==> src/rtl/topn_pkg.sv <==
// Shared definitions for the top-N insert buffer: FSM state encoding and
// the helper that picks the first slot touched by an insertion.
package topn_pkg;

  typedef enum logic [2:0] {
    ST_IDLE     = 3'd0,
    ST_START    = 3'd1,
    ST_WAIT_CMP = 3'd2,
    ST_SHIFT    = 3'd3,
    ST_WRITE    = 3'd4,
    ST_DONE     = 3'd5,
    ST_DROP     = 3'd6
  } state_t;

  // Highest slot affected by an insertion. If the table is full this is the
  // last slot (its contents get evicted); otherwise it is the first free slot.
  function automatic int slot_top(input int num, input int qty);
    return (num < qty) ? num : qty - 1;
  endfunction

endpackage

==> src/rtl/topn_insert_buffer.sv <==
// Descending-sorted top-N score table with a fill count. A new score is
// offered to the sibling compare block, which returns the target slot.
// Entries from that slot downward are then moved one place down,
// one slot per cycle, and the new score and id are written into the freed slot.
module topn_insert_buffer
  import topn_pkg::*;
#(
  parameter int width     = 8,
  parameter int id_width  = 8,
  parameter int quantity  = 10,
  parameter int idx_width = 4,
  parameter int timeout   = 64
) (
  input  logic                         clk,
  input  logic                         rst,
  input  logic                         clear,
  input  logic                         score_valid,
  output logic                         score_ready,
  input  logic [width-1:0]             score_new,
  input  logic [id_width-1:0]          id_new,
  output logic                         compare_data_rdy,
  output logic [width-1:0]             score_in,
  output logic [quantity*width-1:0]    score_buffer,
  output logic [quantity*id_width-1:0] id_buffer,
  output logic [idx_width-1:0]         compare_num,
  input  logic                         compare_rdy,
  input  logic [idx_width-1:0]         insert_index,
  output logic                         insert_done,
  output logic                         insert_dropped,
  output logic                         timeout_err
);

  localparam int                    WAIT_W    = $clog2(timeout + 1);
  localparam logic [idx_width-1:0]  QTY       = idx_width'(quantity);
  localparam logic [WAIT_W-1:0]     WAIT_LAST = WAIT_W'(timeout - 1);

  state_t                r_state;
  state_t                w_next;
  logic [width-1:0]      r_score [quantity];
  logic [id_width-1:0]   r_id    [quantity];
  logic [width-1:0]      r_score_in;
  logic [id_width-1:0]   r_id_in;
  logic [idx_width-1:0]  r_num;
  logic [idx_width-1:0]  r_idx;
  logic [idx_width-1:0]  r_k;
  logic [WAIT_W-1:0]     r_wait;
  logic                  r_timeout_err;

  logic                  w_full;
  logic                  w_below;
  logic                  w_res_drop;
  logic [idx_width-1:0]  w_res_idx;
  logic [idx_width-1:0]  w_k_top;
  logic [idx_width-1:0]  w_km1;

  // Fill count saturates at the table depth; eviction keeps it there.
  function automatic logic [idx_width-1:0] sat_inc(input logic [idx_width-1:0] n);
    return (n >= QTY) ? QTY : n + 1'b1;
  endfunction

  // An index past the valid entries means "append"; with a full table there
  // is nowhere to append, so the score is dropped instead.
  assign w_full     = (r_num >= QTY);
  assign w_below    = (insert_index >= QTY) || (!w_full && (insert_index > r_num));
  assign w_res_drop = w_below && w_full;
  assign w_res_idx  = w_below ? r_num : insert_index;
  assign w_k_top    = idx_width'(slot_top(int'(r_num), quantity));
  assign w_km1      = r_k - 1'b1;

  assign score_ready      = (r_state == ST_IDLE) && !rst && !clear;
  assign compare_data_rdy = (r_state == ST_START);
  assign insert_done      = (r_state == ST_DONE);
  assign insert_dropped   = (r_state == ST_DROP);
  assign timeout_err      = r_timeout_err;
  assign score_in         = r_score_in;
  assign compare_num      = r_num;

  for (genvar g = 0; g < quantity; g++) begin : g_pack
    assign score_buffer[(g+1)*width-1 -: width]  = r_score[g];
    assign id_buffer[(g+1)*id_width-1 -: id_width] = r_id[g];
  end

  // State register; rst and clear both abort to IDLE.
  always_ff @(posedge clk) begin
    if (rst || clear) r_state <= ST_IDLE;
    else              r_state <= w_next;
  end

  // Next-state decode.
  always_comb begin
    w_next = r_state;
    case (r_state)
      ST_IDLE:     if (score_valid) w_next = ST_START;
      ST_START:    w_next = ST_WAIT_CMP;
      ST_WAIT_CMP: begin
        if (compare_rdy) begin
          if (w_res_drop)             w_next = ST_DROP;
          else if (w_k_top > w_res_idx) w_next = ST_SHIFT;
          else                          w_next = ST_WRITE;
        end else if (r_wait == WAIT_LAST) begin
          w_next = ST_DROP;
        end
      end
      ST_SHIFT:    if (w_km1 == r_idx) w_next = ST_WRITE;
      ST_WRITE:    w_next = ST_DONE;
      ST_DONE:     w_next = ST_IDLE;
      ST_DROP:     w_next = ST_IDLE;
      default:     w_next = ST_IDLE;
    endcase
  end

  // Table, latched score, fill count, wait counter and sticky timeout flag.
  always_ff @(posedge clk) begin
    if (rst || clear) begin
      for (int i = 0; i < quantity; i++) begin
        r_score[i] <= '0;
        r_id[i]    <= '0;
      end
      r_score_in    <= '0;
      r_id_in       <= '0;
      r_num         <= '0;
      r_idx         <= '0;
      r_k           <= '0;
      r_wait        <= '0;
      r_timeout_err <= 1'b0;
    end else begin
      case (r_state)
        ST_IDLE: begin
          if (score_valid) begin
            r_score_in <= score_new;
            r_id_in    <= id_new;
          end
        end
        ST_START: r_wait <= '0;
        ST_WAIT_CMP: begin
          if (compare_rdy) begin
            r_idx <= w_res_idx;
            r_k   <= w_k_top;
          end else if (r_wait == WAIT_LAST) begin
            r_timeout_err <= 1'b1;
          end else begin
            r_wait <= r_wait + 1'b1;
          end
        end
        ST_SHIFT: begin
          r_score[r_k] <= r_score[w_km1];
          r_id[r_k]    <= r_id[w_km1];
          r_k          <= w_km1;
        end
        ST_WRITE: begin
          r_score[r_idx] <= r_score_in;
          r_id[r_idx]    <= r_id_in;
          r_num          <= sat_inc(r_num);
        end
        default: ;
      endcase
    end
  end

endmodule

==> config.mk <==
export PLATFORM = sky130hd
export DESIGN_NAME = topn_insert_buffer
export DESIGN_NICKNAME = d
export VERILOG_FILES = /design/src/rtl/topn_pkg.sv /design/src/rtl/topn_insert_buffer.sv
export SDC_FILE = /design/constraint.sdc
export NUM_CORES = 1
export LEC_CHECK = 0
export BUFFER_PORTS_ARGS = -buffer_cell sky130_fd_sc_hd__buf_2
export CAP_MARGIN = 20
export CORE_MARGIN = 8
export CORE_UTILIZATION = 50
export CTS_CLUSTER_DIAMETER = 200
export DETAILED_ROUTE_END_ITERATION = 12
export PLACE_DENSITY = 0.81
export SLEW_MARGIN = 0
export SYNTH_ARGS = -nofsm -noshare
export SYNTH_HDL_FRONTEND = slang
export SYNTH_SLANG_ARGS = --single-unit
export TNS_END_PERCENT = 20
==> constraint.sdc <==
create_clock -name clk -period 6.9 [get_ports clk]
set_input_delay 1.38 -clock clk [delete_from_list [all_inputs] [get_ports clk]]
set_output_delay 1.38 -clock clk [all_outputs]
set_load 0.05 [all_outputs]
---- Yosys cells after proc, flatten, opt, wreduce, memory -nomap -nowiden ----
Memory sizes are Yosys's and may differ from the RTL's.
Index checks and enable logic that the tools add are counted.
storage, ports and cells
  register bits ........................... 39
  RAM bits ................................ 160
  input bits .............................. 25
  word-level logic and storage cells ...... 90
  bits in latches ......................... 0
  memories kept ........................... 2
  ROM bits ................................ 0
memory list
  memory   depth  bits a word  read ports  clocked after memory_dff  wr ports  RTL line                  RTL
  r_id     10     8            11          0                         10        topn_insert_buffer.sv:40  logic [id_width-1:0] r_id [quantity];
  r_score  10     8            11          0                         10        topn_insert_buffer.sv:39  logic [width-1:0] r_score [quantity];
operators by class
  shift operators ......................... 0
  $lt $le $gt $ge ......................... 5
  mux-type cells .......................... 35
  reduce and logical (&&, ||, !) cells .... 22
  $add $sub $neg .......................... 3
  divide/modulo/power cells ............... 0
  equal/unequal tests ..................... 14
  bitwise operators ....................... 1
  multipliers ............................. 0
operators with widths
  kind                                                       count
  2-to-1 mux 4 bit                                           8
  2-to-1 mux 8 bit                                           4
  OR reduction 8 bit                                         4
  2-to-1 mux 3 bit                                           6
  case mux 3 bit (5 select lines)                            1
  2-to-1 mux 7 bit                                           2
  case mux 7 bit (2 select lines)                            1
  2-to-1 mux 1 bit                                           12
  inequality test 2 bit (second input constant)              5
  == test 3 bit (second input constant)                      3
  AND reduction 3 bit                                        3
  greater-or-equal comparator 4 bit (second input constant)  2
  greater-than comparator 4 bit                              2
  case mux 4 bit (2 select lines)                            1
  adder 7 x 1 -> 7 bit (second input constant)               1
  == test 7 x 6 -> 1 bit (second input constant)             1
  == test 3 x 2 -> 1 bit (second input constant)             2
  AND reduction 2 bit                                        3
  adder 4 x 1 -> 4 bit (second input constant)               1
  == test 4 bit                                              1
  logical AND 1 bit                                          4
  < comparator 4 bit (second input constant)                 1
  nonzero test 2 bit                                         2
  subtractor 4 x 1 -> 4 bit (second input constant)          1
  6 further kinds                                            9

---- Depth between registers and ports, before layout ----
Gate-level depths: netlist (run 1).
  depth in word-level cells ............... 10
  gate-level depth with buffers ........... 12

---- Least setup slack after synthesis (run 1) ----
OpenSTA, ideal clock, no wires.
  path type ............................... input to output
  start ................................... input rst
  end ..................................... output score_ready
  path slack .............................. 2.087 ns
  arrival time ............................ 3.433 ns
  cell stages on the path ................. 4
  path buffers ............................ 2
  path through ............................ or2_1 > clkbuf_1 > buf_1 > nor4_1
between the ends
  longest elaborated chain between the ends .. 3
RTL lines
  item                             RTL line                  RTL
  from (decl)                      topn_insert_buffer.sv:15  input logic rst,
  logical NOT 1 bit                topn_insert_buffer.sv:70  assign score_ready = (r_state == ST_IDLE) && !rst && !clear;
  logical AND 1 bit (2 in series)  topn_insert_buffer.sv:70
  to (decl)                        topn_insert_buffer.sv:18  output logic score_ready,
No other way between the ends.

==> run summary, run 1 <==
The power per cell area is 264.1 nW/um^2. The number of buffers added to fix hold violations after cts came out at 0. The clock sink count is 295. The number of nets in the synthesized netlist came out at 923. In the synthesized netlist the dominant register cell turns out to be edfxtp_1. The share of synthesized registers carrying an async set or reset came out at 0%.

During I/O placement, the number of pins put on the boundary was 202. The number of failing hold endpoints at the final stage came out at 0. Counting the fill cells in the layout gives 1802. The flow ran to the end, and the final reports show no timing, DRC or antenna violations. VDD sags by at most 0.1862 mV.

The accumulated negative setup slack came out at 0 ns. The post-detailed-route DRC marker count came out at 0. The count of different cell masters after synthesis is 56. The tightest min-delay check is of the reg -> reg type. The first-pass detailed-route iteration total is 6.

The commonest cells after synthesis are edfxtp_1 (256), nor2_1 (178), mux4_2 (64), nand2_1 (58), dfxtp_1 (39). The critical path start-end classification is reg -> reg. The area used by sequential logic in the layout is 8472 um^2. The post-route cell area came out at 15220 um^2. The data arrival time of the critical path is 4.58 ns.

The max-slew violation total from the final report is 0. The number of nets with antenna violations after routing came out at 0. The post-synth design cell area came out at 12790 um^2.

The total vias in the final route came out at 8983. The starting utilization of the core area came out at 50.79%. The number of DRC violations after detailed-routing iteration 0 came out at 1267. The peak clock frequency supported by timing is 230.4 MHz. The standby leakage power is 6.047 nW. After detailed placement, the design holds a cell count of 1383. Headroom to the max-slew limit came out at 37.79%. The clock arrives with 0.01740 ns of skew. The share of post-route cells with drive strength above 1 came out at 33.00%. Along the worst path, the maximum fanout reaches 27. The synthesized instance count is 886. The signal on the critical path passes through inv_1, ha_2, buf_4, mux4_2, mux2i_1, o22ai_1, a21oi_2, inv_1. In the routed layout, each cell is associated on average with a via count of 6.243. The critical path's largest stage delay is 0.70 ns. TritonCTS built the clock tree. In this run the tool buffered the top-level ports with 201 buffer cells. The area share of the largest cell type after synthesis is 60.10%. The die width is 175.9 um. The biggest area contributor in the post-synthesis netlist is edfxtp_1.

In the post-synthesis netlist, the cell with the most instances is edfxtp_1. The chip height is 175.9 um. STA puts the critical path data required time at 7.14 ns. The number of diodes is 0. The finished layout holds 1439 standard cells, fillers aside. The post-synthesis sequential area ratio came out at 66.20%. The clock passes through at most 3 buffers.

CTS built an H-tree with a depth of 1. STA classifies the critical path endpoint as a flop. The total routed wirelength came out at 38.56 mm. The die area is 30960 um^2. The average size of a mapped cell came out at 14.44 um^2. The number of standard-cell rows in the floorplan is 58.

The number of gates resized after CTS came out at 0. In this run, synthesis produced a sequential element count of 295. Entering global routing, the biggest net connects 47 pins. In this run the critical register-to-register path is launched from r_k[0]. The post-CTS clock slew at the launch and capture registers of the worst setup and hold paths came out at 0.07 ns.

The transition time at the pin with the least slew margin came out at 0.9332 ns. The share of the core filled with cells in the final layout is 60.43%. The worst setup timing slack at the placement stage came out at 2.581 ns. The number of violations of the max-capacitance limit came out at 0. Tracing the worst setup path back leads to its startpoint at r_k[0]. The number of global-route vias before repair came out at 9118. The library cell contributing the largest single delay on the critical path is ha_2. The Yosys step of the flow raised 0 warnings.

For this run, the total global-route usage over all layers was measured as 24.36%. The core area is 25180 um^2. The startpoint of the worst hold path is r_id_in[4]. The final period demand of the worst path is 4.340 ns. The share of the clock period used by the worst path after layout is 62.90%.

The number of antenna violations at the first check in global routing is 0. The post-CTS setup repair buffer count is 0. Sorting the synthesized cells by area gives the leading types as edfxtp_1 (60%), mux4_2 (11%), dfxtp_1 (6.1%). The number of clock buffers added by TritonCTS is 29. After global routing the overflow that remains totals 0. Setup repair after global routing left no endpoint under its margin. The source-to-sink clock delay at the later pin of the worst-skew pair is 0.57 ns.

The wire length per cell came out at 26.80 um. The cell repeated most along the worst path is inv_1. The multi-input combinational cell area is 4046 um^2. Setup violations remaining at the end of the flow were counted as 0. Detailed placement ended at an HPWL of 26.71 mm. The worst setup path is launched from a flop. The net total in the final layout came out at 1123. CTS placed an instance of clkbuf_16 at the clock tree root. The area growth from synthesis to layout came out at 18.97%. The number of flops mapped to enable cells by yosys came out at 256. The routability congestion estimate from global placement is 0.9193. The final worst-path setup slack is 2.560 ns. The first global-routing pass estimated 56.77 mm of wire. In this run the cell area measured after placement is 14150 um^2.
==> registers in the layout (all words and copies together), names as in the netlist, 4 cells and up <==
register,count
r_k,4
r_idx,4
compare_num,4
r_id,128
score_in,8
r_id_in,8
r_wait,7
r_score,128
==> per-stage QoR <==
step,hold WS [ns],power (mW)
4_1_cts,0.4709,4.013
5_1_grt,0.5019,4.097
3_3_place_gp,0.4565,2.327
2_1_floorplan,0.4485,2.236
6_report,0.4708,4.019
3_5_place_dp,0.4631,2.330
==> worst paths after layout <==
kind | endpoint | slack, ns | cells after the start
setup / recovery | r_score[11][2] | 2.56 | 8
hold / removal | r_id_in[4] | 0.47 | 2
setup reg to reg | r_score[11][2] | 2.56 | 8
hold reg to reg | r_id_in[4] | 0.47 | 2
==> cell families after synthesis <==
| group | Yosys count | share of synthesized area [%] |
|---|---|---|
| flip-flops | 295 | 66.20 |
| AND/OR/NAND/NOR | 282 | 9.322 |
| AO/OA/AOI/OAI | 118 | 6.446 |
| multiplexers | 99 | 14.01 |
| buffers and inverters | 74 | 2.436 |
| adder cells (fa/ha/maj) | 12 | 1.174 |
| XOR/XNOR | 6 | 0.4109 |
==> where the power goes <==
group / total [mW] / internal [mW] / switching, mW
clock: 1.72 / 1.04 / 0.687
combinational: 0.291 / 0.0596 / 0.231
sequential: 2.00 / 1.97 / 0.0362
total: 4.02 / 3.06 / 0.955
==> per-layer routing <==
metal | vias up | part of all wire [%] | wire (um) | track usage [%]
met1 | 4395 | 35 | 13380 | 29.45
met4 | 0 | 5.9 | 2281 | 13.42
met2 | 670 | 48 | 18540 | 38.92
met3 | 167 | 11 | 4358 | 7.242
li1 | 3751 | - | - | -
met5 | - | 0 | 0 | 0
==> layout by cell type (no fill, tap or decap), types with 4 or more instances in the layout <==
cell type    n
clkbuf_1     7
clkbuf_16   29
inv_2        7
o22ai_1      9
mux2i_1     35
edfxtp_1   256
nand4_1      5
a21oi_2     16
o22ai_2      8
buf_4       13
nor2_1     175
nand2_1     58
inv_1       19
mux4_2      64
and3_1       4
a21oi_1     36
nand3_1      7
dfxtp_1     38
a31oi_1      6
bufinv_16    6
o21ai_0     15
nor3b_1      5
buf_2      201
ha_1        11
nor3_1       4
==> critical path, delay by kind of cell (launching register included) <==
family / cells / cell delay [ns]
AO/OA/AOI/OAI: 2 / 0.78
adder cells (fa/ha/maj): 1 / 0.70
buffers and inverters: 3 / 0.90
flip-flops: 1 / 0.67
multiplexers: 2 / 0.92
==> layout make-up <==
type                       count  share of cell area, %
sequential                   295                  55.67
clock buffer                  39                  5.213
timing repair buffer         217                  7.548
tap                          330                  2.713
multi-input combinational    517                  26.59
clock inverter                15                  1.620
inverter                      26                 0.6413
Power figures use the tool's default switching activity.
==> run 2, diff against run 1 <==
clock period = 4.1 ns   (was 6.9 ns; I/O delays follow)
==> run summary, run 2 (synthesis gave the netlist of run 1 again) <==
The number of inserted filler cells in the final layout is 1817 (+0.83%). STA classifies the critical path endpoint as a flop. The largest registers in the layout are r_id (128), r_score (128). The post-DP HPWL came out at 26.83 mm (+0.42%).

The non-filler instance count after layout was 1478 (+2.7%). The worst setup timing slack at the placement stage is 0.6096 ns (-1.971 ns). The routability congestion estimate from global placement is 0.9199 (about the same).

The path type of the worst min-delay path is reg -> reg. The cell area after placement is 14490 um^2 (+2.4%). The transition time at the pin with the least slew margin came out at 0.7977 ns (-0.1355 ns). The maximum fanout along the worst path is 14 (-48%). The largest net degree at the start of global routing is 72 (+53%). The accumulated negative setup slack is 0 ns (unchanged).

Relative to the synthesized area, the layout overhead comes to 20.84%. The reg-to-reg setup timing slack is 0.68 ns (-1.88 ns). The data arrival time of the critical path is 3.65 ns (-0.93 ns).

The starting utilization of the core area is 50.79% (unchanged). The max-slew violation total from the final report is 0 (unchanged). The total global routing overflow is 0 (unchanged). In this run the critical register-to-register path is captured at r_score[11][5]. The wire length per cell was 25.87 um (-3.4%). The library cell contributing the largest single delay on the critical path is ha_2.

The clock skew after layout came out at 0.01916 ns (+0.001755 ns). The share of post-route cells with drive strength above 1 is 35.10% (+2.1 points). The flow ran to the end, and the final reports show no timing, DRC or antenna violations. The chip height came to 175.9 um (unchanged). The number of failing hold endpoints at the final stage came out at 0 (unchanged).

The critical path required time came to 4.33 ns (-2.81 ns). Setup repair after global routing left no endpoint under its margin. The number of placed I/O pins is 202 (unchanged). The startpoint identified for the worst hold timing path is timeout_err. The post-route cell area came out at 15460 um^2 (+1.6%). The post-CTS clock slew at the launch and capture registers of the worst setup and hold paths came out at 0.06 ns (about the same). TritonCTS built the clock tree.

The source-to-sink clock delay at the later pin of the worst-skew pair was 0.56 ns (about the same). The worst-case vdd ir drop came to 0.3581 mV (+92%). The peak clock frequency supported by timing is 292.1 MHz (+27%). The wire length of the first global-routing pass is 55.88 mm (-1.6%). The core area came out at 25180 um^2 (unchanged). The final worst-path setup slack is 0.6760 ns (-1.884 ns). The most common cell after layout, fill and taps aside is edfxtp_1. The total of buffers placed on input and output ports came out at 201 (unchanged). The power per cell area is 424.4 nW/um^2 (+61%). The multi-input combinational cell area came out at 4041 um^2 (-0.12%). The number of global-route vias before repair is 9023 (-1.0%). The total vias in the final route is 9134 (+1.7%). The clock sink count is 295 (unchanged).

The critical path start-end classification is reg -> reg. The number of violations of the max-capacitance limit was 0 (unchanged). The worst-case reg-to-reg path depth is 8 (unchanged). The hold-critical path depth is 2 (unchanged).

The area used by sequential logic in the layout came out at 8472 um^2 (unchanged). The number of H-tree branching levels came out at 1 (unchanged). The first-pass detailed-route iteration total is 5 (-1). The worst setup path is launched from a flop. Leaving out fill and tap cells, the most frequent cells in the layout are edfxtp_1 (256), buf_2 (201), nor2_1 (177). The met3 usage in global routing came out at 5.982% (-1.3 points).

The signal on the critical path passes through inv_1, ha_2, buf_4, mux4_2, mux2i_1, o22ai_1, a21oi_2, inv_1. The global routing usage on met2 is 39.98% (+1.1 points). The number of nets with antenna violations after routing was 0 (unchanged).

The total CTS buffers came to 30 (+3.4%). The total routing resource utilization after global routing is 23.94% (-0.42 points). The post-CTS setup repair buffer count is 0 (unchanged). The cell count after placement came out at 1423 (+2.9%). The number of buffers added to fix hold violations after cts is 0 (unchanged). The number of vias per cell is 6.180 (-1.0%). The number of gates resized after CTS came out at 0 (unchanged). The met1 track utilization from global routing is 29.40% (-0.054 points). The number of DRC violations after detailed-routing iteration 0 is 1114 (-12%). After global routing, the most crowded layer is met2. The total routed wirelength is 38.24 mm (-0.83%).

The number of setup violations in the final report was 0 (unchanged). The share of the clock period used by the worst path after layout came out at 83.51% (+21 points). The tightest hold margin came to 0.4708 ns (-0.00006600 ns). The number of standard-cell rows in the floorplan is 58 (unchanged). The final period demand of the worst path came out at 3.424 ns (-0.9162 ns).

In this design, the critical path's most frequently occurring cell is inv_1. The maximum buffer depth of the clock tree is 3 (unchanged). The relative slew slack is 46.69% (+8.9 points). In this run the clock root is driven by a clkbuf_16. The post-detailed-route DRC marker count is 0 (unchanged). In this run the critical register-to-register path is launched from r_k[1]. The worst hold path terminates at timeout_err. The number of antenna violations at the first check in global routing came to 0 (unchanged).

The die area came out at 30960 um^2 (unchanged). The number of diodes came out at 0 (unchanged). The critical path's largest stage delay came to 0.66 ns (-0.04 ns). The standby leakage power came out at 6.193 nW (+2.4%). The die width came to 175.9 um (unchanged). The net total in the final layout is 1162 (+3.5%).
==> run 2: stage by stage <==
step / utilization (%) / power, mW
after CTS: 61.38 / 6.571
final: 61.38 / 6.559
after global routing: 61.38 / 6.715
after floorplan: - / 3.763
after global placement: 57.52 / 3.920
after detailed placement: 57.52 / 3.929
==> run 2: worst max-delay path, delay by kind of cell, from the launching register on <==
kind | cells | cell delay, ns
DFF | 1 | 0.47
buffers and inverters | 3 | 0.63
adders and majority gates | 1 | 0.66
muxes | 2 | 0.60
AOI/OAI and AO/OA | 2 | 0.74
==> run 2: area by class of cell <==
type,instances,share of cell area [%]
Clock buffer,37,5.165
Clock inverter,18,1.117
Inverter,26,0.6314
Multi-Input combinational cell,517,26.15
Sequential cell,295,54.81
Tap cell,330,2.671
Timing Repair Buffer,255,9.455
==> run 2: layer usage <==
| metal | part of all wire (%) | wire [um] |
|---|---|---|
| met1 | 34 | 13180 |
| met2 | 50 | 18960 |
| met3 | 12 | 4495 |
| met4 | 4.2 | 1606 |
| met5 | 0 | 0 |
==> run 2: worst max-delay path by stage <==
stage | end | from | depth (start not counted)
global placement | r_state[2] | insert_index[3] | 11
CTS | r_id[11][0] | r_k[1] | 9
global route | r_state[2] | compare_num[3] | 12
finish | r_score[11][5] | r_k[1] | 8
floorplan | score_ready | rst | 4
detailed placement | r_state[2] | insert_index[3] | 12
==> run 2: power by group <==
part / switching (mW) / total (mW) / leakage (nW) / internal (mW)
clock: 1.12 / 2.69 / 0.474 / 1.57
combinational: 0.393 / 0.499 / 2.62 / 0.105
sequential: 0.0576 / 3.37 / 3.10 / 3.31
